$ cat config.mk
export PLATFORM = sky130hd
export DESIGN_NAME = cdc_handshake_tx
export DESIGN_NICKNAME = d
export VERILOG_FILES = /design/src/rtl/cdc_hs_pkg.sv /design/src/rtl/cdc_handshake_tx_sync_chain.sv /design/src/rtl/cdc_handshake_tx.sv
export SDC_FILE = /design/constraint.sdc
export NUM_CORES = 1
export LEC_CHECK = 0
export BUFFER_PORTS_ARGS = -buffer_cell sky130_fd_sc_hd__buf_2
export CORE_UTILIZATION = 30
export CTS_CLUSTER_SIZE = 16
export DETAILED_ROUTE_END_ITERATION = 12
export PLACE_DENSITY = 0.51
export SLEW_MARGIN = 20
export SYNTH_ARGS = -nofsm -noshare
export SYNTH_HDL_FRONTEND = slang
export SYNTH_SLANG_ARGS = --single-unit
$ cat constraint.sdc
create_clock -name clk -period 2.8 [get_ports clk]
set_input_delay 0.14 -clock clk [delete_from_list [all_inputs] [get_ports clk]]
set_output_delay 0.14 -clock clk [all_outputs]
set_load 0.01 [all_outputs]
$ cat src/rtl/cdc_hs_pkg.sv
// Shared types and constants for the 4-phase req/ack clock-domain crossing blocks.
// Used by both the transmit end and the matching receive end.
`timescale 1ns/1ps
package cdc_hs_pkg;

    typedef enum logic [1:0] {
        SETTLE,
        IDLE,
        REQ,
        REL
    } hs_tx_state_t;

    localparam int MIN_SYNC_STAGES = 2;
    localparam int MAX_SYNC_STAGES = 4;

    // Settle counter must be able to hold SYNC_STAGES without wrapping.
    function automatic int settle_cnt_width(input int stages);
        return $clog2(stages + 2);
    endfunction

endpackage

$ cat src/rtl/cdc_handshake_tx_sync_chain.sv
// Multi-flop synchronizer for one asynchronous level signal.
// Clears to 0 on reset; d appears on q after STAGES rising edges.
`timescale 1ns/1ps
module sync_chain #(
    parameter int STAGES = 2
) (
    input  logic clk,
    input  logic rst_n,
    input  logic d,
    output logic q
);

    logic [STAGES-1:0] stage_reg;

    always_ff @(posedge clk or negedge rst_n) begin
        if (!rst_n) begin
            stage_reg <= '0;
        end else begin
            stage_reg <= {stage_reg[STAGES-2:0], d};
        end
    end

    assign q = stage_reg[STAGES-1];

endmodule

$ cat src/rtl/cdc_handshake_tx.sv
// Transmit end of a 4-phase req/ack crossing: captures a word, raises req_o,
// waits for the synchronized ack to rise and fall, then pulses done.
`timescale 1ns/1ps
module cdc_handshake_tx
    import cdc_hs_pkg::*;
#(
    parameter int WIDTH       = 8,
    parameter int SYNC_STAGES = 2
) (
    input  logic             clk,
    input  logic             rst_n,
    input  logic             in_valid,
    input  logic [WIDTH-1:0] in_data,
    output logic             in_ready,
    output logic             req_o,
    output logic [WIDTH-1:0] data_o,
    input  logic             ack_i,
    output logic             busy,
    output logic             done
);

    localparam int CNT_W = settle_cnt_width(SYNC_STAGES);
    localparam logic [CNT_W-1:0] SETTLE_LAST = CNT_W'(SYNC_STAGES);

    hs_tx_state_t     state_reg;
    logic [CNT_W-1:0] settle_cnt_reg;
    logic             req_reg;
    logic [WIDTH-1:0] data_reg;
    logic             done_reg;
    logic             ack_s;

    sync_chain #(
        .STAGES(SYNC_STAGES)
    ) u_ack_sync (
        .clk  (clk),
        .rst_n(rst_n),
        .d    (ack_i),
        .q    (ack_s)
    );

    always_ff @(posedge clk or negedge rst_n) begin
        if (!rst_n) begin
            state_reg      <= SETTLE;
            settle_cnt_reg <= '0;
            req_reg        <= 1'b0;
            data_reg       <= '0;
            done_reg       <= 1'b0;
        end else begin
            done_reg <= 1'b0;
            case (state_reg)
                // Wait until the chain has flushed so a held-over ack is visible.
                SETTLE: begin
                    if (settle_cnt_reg == SETTLE_LAST) begin
                        state_reg <= IDLE;
                    end else begin
                        settle_cnt_reg <= settle_cnt_reg + 1'b1;
                    end
                end
                IDLE: begin
                    if (in_valid && !ack_s) begin
                        data_reg  <= in_data;
                        req_reg   <= 1'b1;
                        state_reg <= REQ;
                    end
                end
                REQ: begin
                    if (ack_s) begin
                        req_reg   <= 1'b0;
                        state_reg <= REL;
                    end
                end
                REL: begin
                    if (!ack_s) begin
                        done_reg  <= 1'b1;
                        state_reg <= IDLE;
                    end
                end
                default: begin
                    state_reg <= SETTLE;
                end
            endcase
        end
    end

    // Decoded from flops only; ack_i never reaches an output combinationally.
    assign in_ready = (state_reg == IDLE) && !ack_s;
    assign busy     = (state_reg == REQ) || (state_reg == REL);
    assign req_o    = req_reg;
    assign data_o   = data_reg;
    assign done     = done_reg;

endmodule
==> metrics.txt <==
# TYPE chip_impl_metric gauge
chip_impl_metric{name="netlist_area",unit="µm²"} 725.7
chip_impl_metric{name="hold_slack",unit="ns"} 0.08885
chip_impl_metric{name="post_cts_buffers",unit=""} 0
chip_impl_metric{name="grt_util_all_layers",unit="%"} 10.13
chip_impl_metric{name="synth_area_per_cell",unit="µm²"} 13.19
chip_impl_metric{name="placed_cells",unit=""} 106
chip_impl_metric{name="layout-drive-gt1-share",unit="%"} 52.38
chip_impl_metric{name="final_worst_path_period_share",unit="%"} 56.41
chip_impl_metric{name="required",unit="ns"} 2.66
chip_impl_metric{name="synth.distinct_cells",unit=""} 18
chip_impl_metric{name="total_wirelength",unit="µm"} 1118
chip_impl_metric{name="drv_slew",unit=""} 0
chip_impl_metric{name="placed_inst_area",unit="µm²"} 875.8
chip_impl_metric{name="drt_drc_violations_left",unit=""} 0
chip_impl_metric{name="fillers",unit=""} 247
chip_impl_metric{name="cts.htree.levels",unit=""} 1
chip_impl_metric{name="worst-slew-pin-transition",unit="ns"} 0.3539
chip_impl_metric{name="synth_cells",unit=""} 55
chip_impl_info{name="cts_tree",value="done"} 1
chip_impl_metric{name="critical-path-max-stage-delay",unit="ns"} 0.40
chip_impl_metric{name="synthesis.yosys.warnings",unit=""} 0
chip_impl_metric{name="number_of_maximum_capacitance_constraint_violations",unit=""} 0
chip_impl_metric{name="finalNetCount",unit=""} 102
chip_impl_metric{name="synth_fp_nets",unit=""} 72
chip_impl_metric{name="worst_setup_hold_path_clk_slew",unit="ns"} 0.09
chip_impl_metric{name="diodes",unit=""} 0
chip_impl_metric{name="globalplace.congestion",unit=""} 0.6759
chip_impl_info{name="clock_tree.root_cell",value="sky130_fd_sc_hd__clkbuf_4"} 1
chip_impl_metric{name="areaGrowthSynthToFinish",unit="%"} 28.45
chip_impl_info{name="rsz0062_at_grt",value="false"} 1
chip_impl_metric{name="dp.final_hpwl",unit="µm"} 876.7
chip_impl_metric{name="max_ffs_per_register",unit=""} 8
chip_impl_metric{name="initial_core_util",unit="%"} 32.19
chip_impl_metric{name="gr-total-overflow",unit=""} 0
chip_impl_metric{name="max_clock_buf_depth",unit=""} 2
chip_impl_metric{name="dr_total_vias",unit=""} 474
chip_impl_metric{name="coreArea",unit="mm²"} 0.002255
chip_impl_metric{name="final_cells",unit=""} 112
chip_impl_metric{name="grt_first_pass_wirelength",unit="µm"} 1904
chip_impl_metric{name="biggest_fanout_along_the_worst_timing_path",unit=""} 4
chip_impl_info{name="crit_type",value="flop to output pin"} 1
chip_impl_metric{name="relative_slew_slack",unit="%"} 76.41
chip_impl_metric{name="floorplan.die.height",unit="µm"} 51.19
chip_impl_info{name="min_path_type",value="input pin to flop"} 1
chip_impl_metric{name="cts.sink_count",unit=""} 16
chip_impl_info{name="timing.critical_path.cells",value="inv_1 -> ha_1 -> or2_2 -> buf_2"} 1
chip_impl_metric{name="antenna_found_initial",unit=""} 0
chip_impl_info{name="cp-start-kind",value="flop"} 1
chip_impl_metric{name="dr.pass1.iters",unit=""} 3
chip_impl_metric{name="finalHoldViolCount",unit=""} 0
chip_impl_metric{name="final_cell_area",unit="µm²"} 932.1
chip_impl_info{name="endpoint_kind",value="output pin"} 1
chip_impl_metric{name="timing.final.setup_violations",unit=""} 0
chip_impl_metric{name="place.port_buffers",unit=""} 23
chip_impl_info{name="status",value="completed"} 1
chip_impl_metric{name="power_per_cell_area",unit="mW/mm²"} 974.1
chip_impl_metric{name="floorplan.die_area",unit="mm²"} 0.002620
chip_impl_metric{name="critical_path_arrival",unit="ns"} 1.44
chip_impl_metric{name="tritoncts.num_buffers",unit=""} 3
chip_impl_metric{name="max_freq",unit="MHz"} 633.1
chip_impl_metric{name="io-pin-count",unit=""} 24
chip_impl_metric{name="drt_first_iter_violations",unit=""} 1
chip_impl_metric{name="fp-row-count",unit=""} 17
chip_impl_metric{name="fin_setup_tns",unit="ns"} 0
chip_impl_metric{name="vdd.ir_drop.worst",unit="mV"} 0.4852
chip_impl_metric{name="die_width",unit="µm"} 51.19
chip_impl_metric{name="number_of_global_route_vias_before_repair",unit=""} 471
chip_impl_metric{name="count_of_state_elements_after_synthesis",unit=""} 16
chip_impl_metric{name="power_leakage",unit="nW"} 0.4780
chip_impl_metric{name="wl_per_cell",unit="µm"} 9.982
chip_impl_metric{name="skew",unit="ns"} 0.003051
chip_impl_metric{name="seq_area_frac_synth",unit="%"} 55.17
chip_impl_metric{name="period_needed",unit="ns"} 1.579
chip_impl_metric{name="grt_max_degree",unit=""} 17
chip_impl_metric{name="detail-route-antenna-nets",unit=""} 0
chip_impl_metric{name="utilization",unit="%"} 41.34
chip_impl_metric{name="vias_per_cell",unit=""} 4.232
chip_impl_info{name="crit_slowest_cell",value="sky130_fd_sc_hd__dfrtp_1"} 1
chip_impl_metric{name="post_cts.resized_instances",unit=""} 0
chip_impl_metric{name="clk-insertion-delay-late",unit="ns"} 0.27
## routing by layer
metal	global-route usage, %	wire length [µm]	vias to the layer above
li1	-	-	242
met1	10.94	514	218
met2	16.23	512	12
met3	5.060	79	2
met4	5.093	11	0
met5	0	0	-
## area by class of cell
type	instances	area (µm²)	share of cell area, %
Multi-Input combinational cell	32	299.0	32.08
Tap cell	28	35.03	3.758
Timing Repair Buffer	25	135.1	14.50
Clock buffer	4	36.28	3.893
Inverter	7	26.28	2.819
Sequential cell	16	400.4	42.95
## worst max-delay path: cells and delay by family, from the launching register on
kind / cells / cell delay [ns]
adders and majority gates: 1 / 0.25
DFF: 1 / 0.40
and+or+nand+nor: 1 / 0.30
buffers and inverters: 2 / 0.22
## Yosys cell counts
cell type | instances | share of area [%]
sky130_fd_sc_hd__nor2_1 | 2 | 1.0
sky130_fd_sc_hd__nand2_1 | 1 | 0.52
sky130_fd_sc_hd__xnor2_1 | 1 | 1.2
sky130_fd_sc_hd__and2b_2 | 1 | 1.2
sky130_fd_sc_hd__inv_2 | 1 | 0.52
sky130_fd_sc_hd__o21ai_0 | 4 | 2.8
sky130_fd_sc_hd__a31oi_1 | 2 | 1.7
sky130_fd_sc_hd__nand3_2 | 2 | 2.8
sky130_fd_sc_hd__mux2_4 | 1 | 2.1
sky130_fd_sc_hd__dfrtp_1 | 16 | 55
sky130_fd_sc_hd__a21boi_4 | 1 | 2.6
sky130_fd_sc_hd__ha_1 | 5 | 8.6
sky130_fd_sc_hd__mux2_2 | 8 | 12
sky130_fd_sc_hd__nand2b_4 | 1 | 1.9
sky130_fd_sc_hd__nand2_2 | 1 | 0.86
sky130_fd_sc_hd__or2_2 | 1 | 0.86
sky130_fd_sc_hd__nor3_1 | 1 | 0.69
sky130_fd_sc_hd__inv_1 | 6 | 3.1
## per-stage QoR
step	worst slack, ns	power (mW)
2_1_floorplan	1.393	0.6456
3_3_place_gp	1.345	0.7695
3_5_place_dp	1.322	0.7761
4_1_cts	1.191	0.9272
5_1_grt	1.126	0.9856
6_report	1.221	0.9080
## kinds of logic after synthesis
kind of cell | Yosys count | synth area share [%]
AOI/OAI and AO/OA | 7 | 7.069
xor gates and xnor gates | 1 | 1.207
adders and majority gates | 5 | 8.621
buffers and inverters | 7 | 3.620
DFF | 16 | 55.17
muxes | 9 | 14.48
and+or+nand+nor | 10 | 9.828
## power breakdown
| part | internal (mW) | switching [mW] | total [mW] | leakage (nW) |
|---|---|---|---|---|
| sequential | 0.325 | 0.0491 | 0.375 | 0.186 |
| clock | 0.0790 | 0.0649 | 0.144 | 0.0210 |
| combinational | 0.208 | 0.182 | 0.389 | 0.271 |
## repair_timing
action                                  CTS  global route
hold buffers                              2             0
endpoints found under the hold margin    17             0
endpoints found under the setup margin    0             0
## final timing paths
| kind | from | to | slack [ns] | cells after the start |
|---|---|---|---|---|
| max in group asynchronous | rst_n | settle_cnt_reg[1] | 2.24 | 2 |
| setup reg to reg | state_reg[0] | state_reg[1] | 1.32 | 6 |
| hold reg to reg | u_ack_sync.stage_reg[0] | u_ack_sync.stage_reg[1] | 0.36 | 0 |
| setup / recovery | state_reg[0] | busy | 1.22 | 4 |
| hold / removal | in_data[3] | data_o[3] | 0.09 | 2 |
| min in group asynchronous | rst_n | data_o[6] | 0.30 | 2 |
## layout by cell type, fill, tap and decap left out, types with 3 or more instances in the layout
master and n:
sky130_fd_sc_hd__buf_2 23, sky130_fd_sc_hd__dfrtp_1 16, sky130_fd_sc_hd__ha_1 5, sky130_fd_sc_hd__mux2_2 8
sky130_fd_sc_hd__inv_1 6, sky130_fd_sc_hd__clkbuf_4 3, sky130_fd_sc_hd__o21ai_0 4
(Power assumes the default switching activity.)
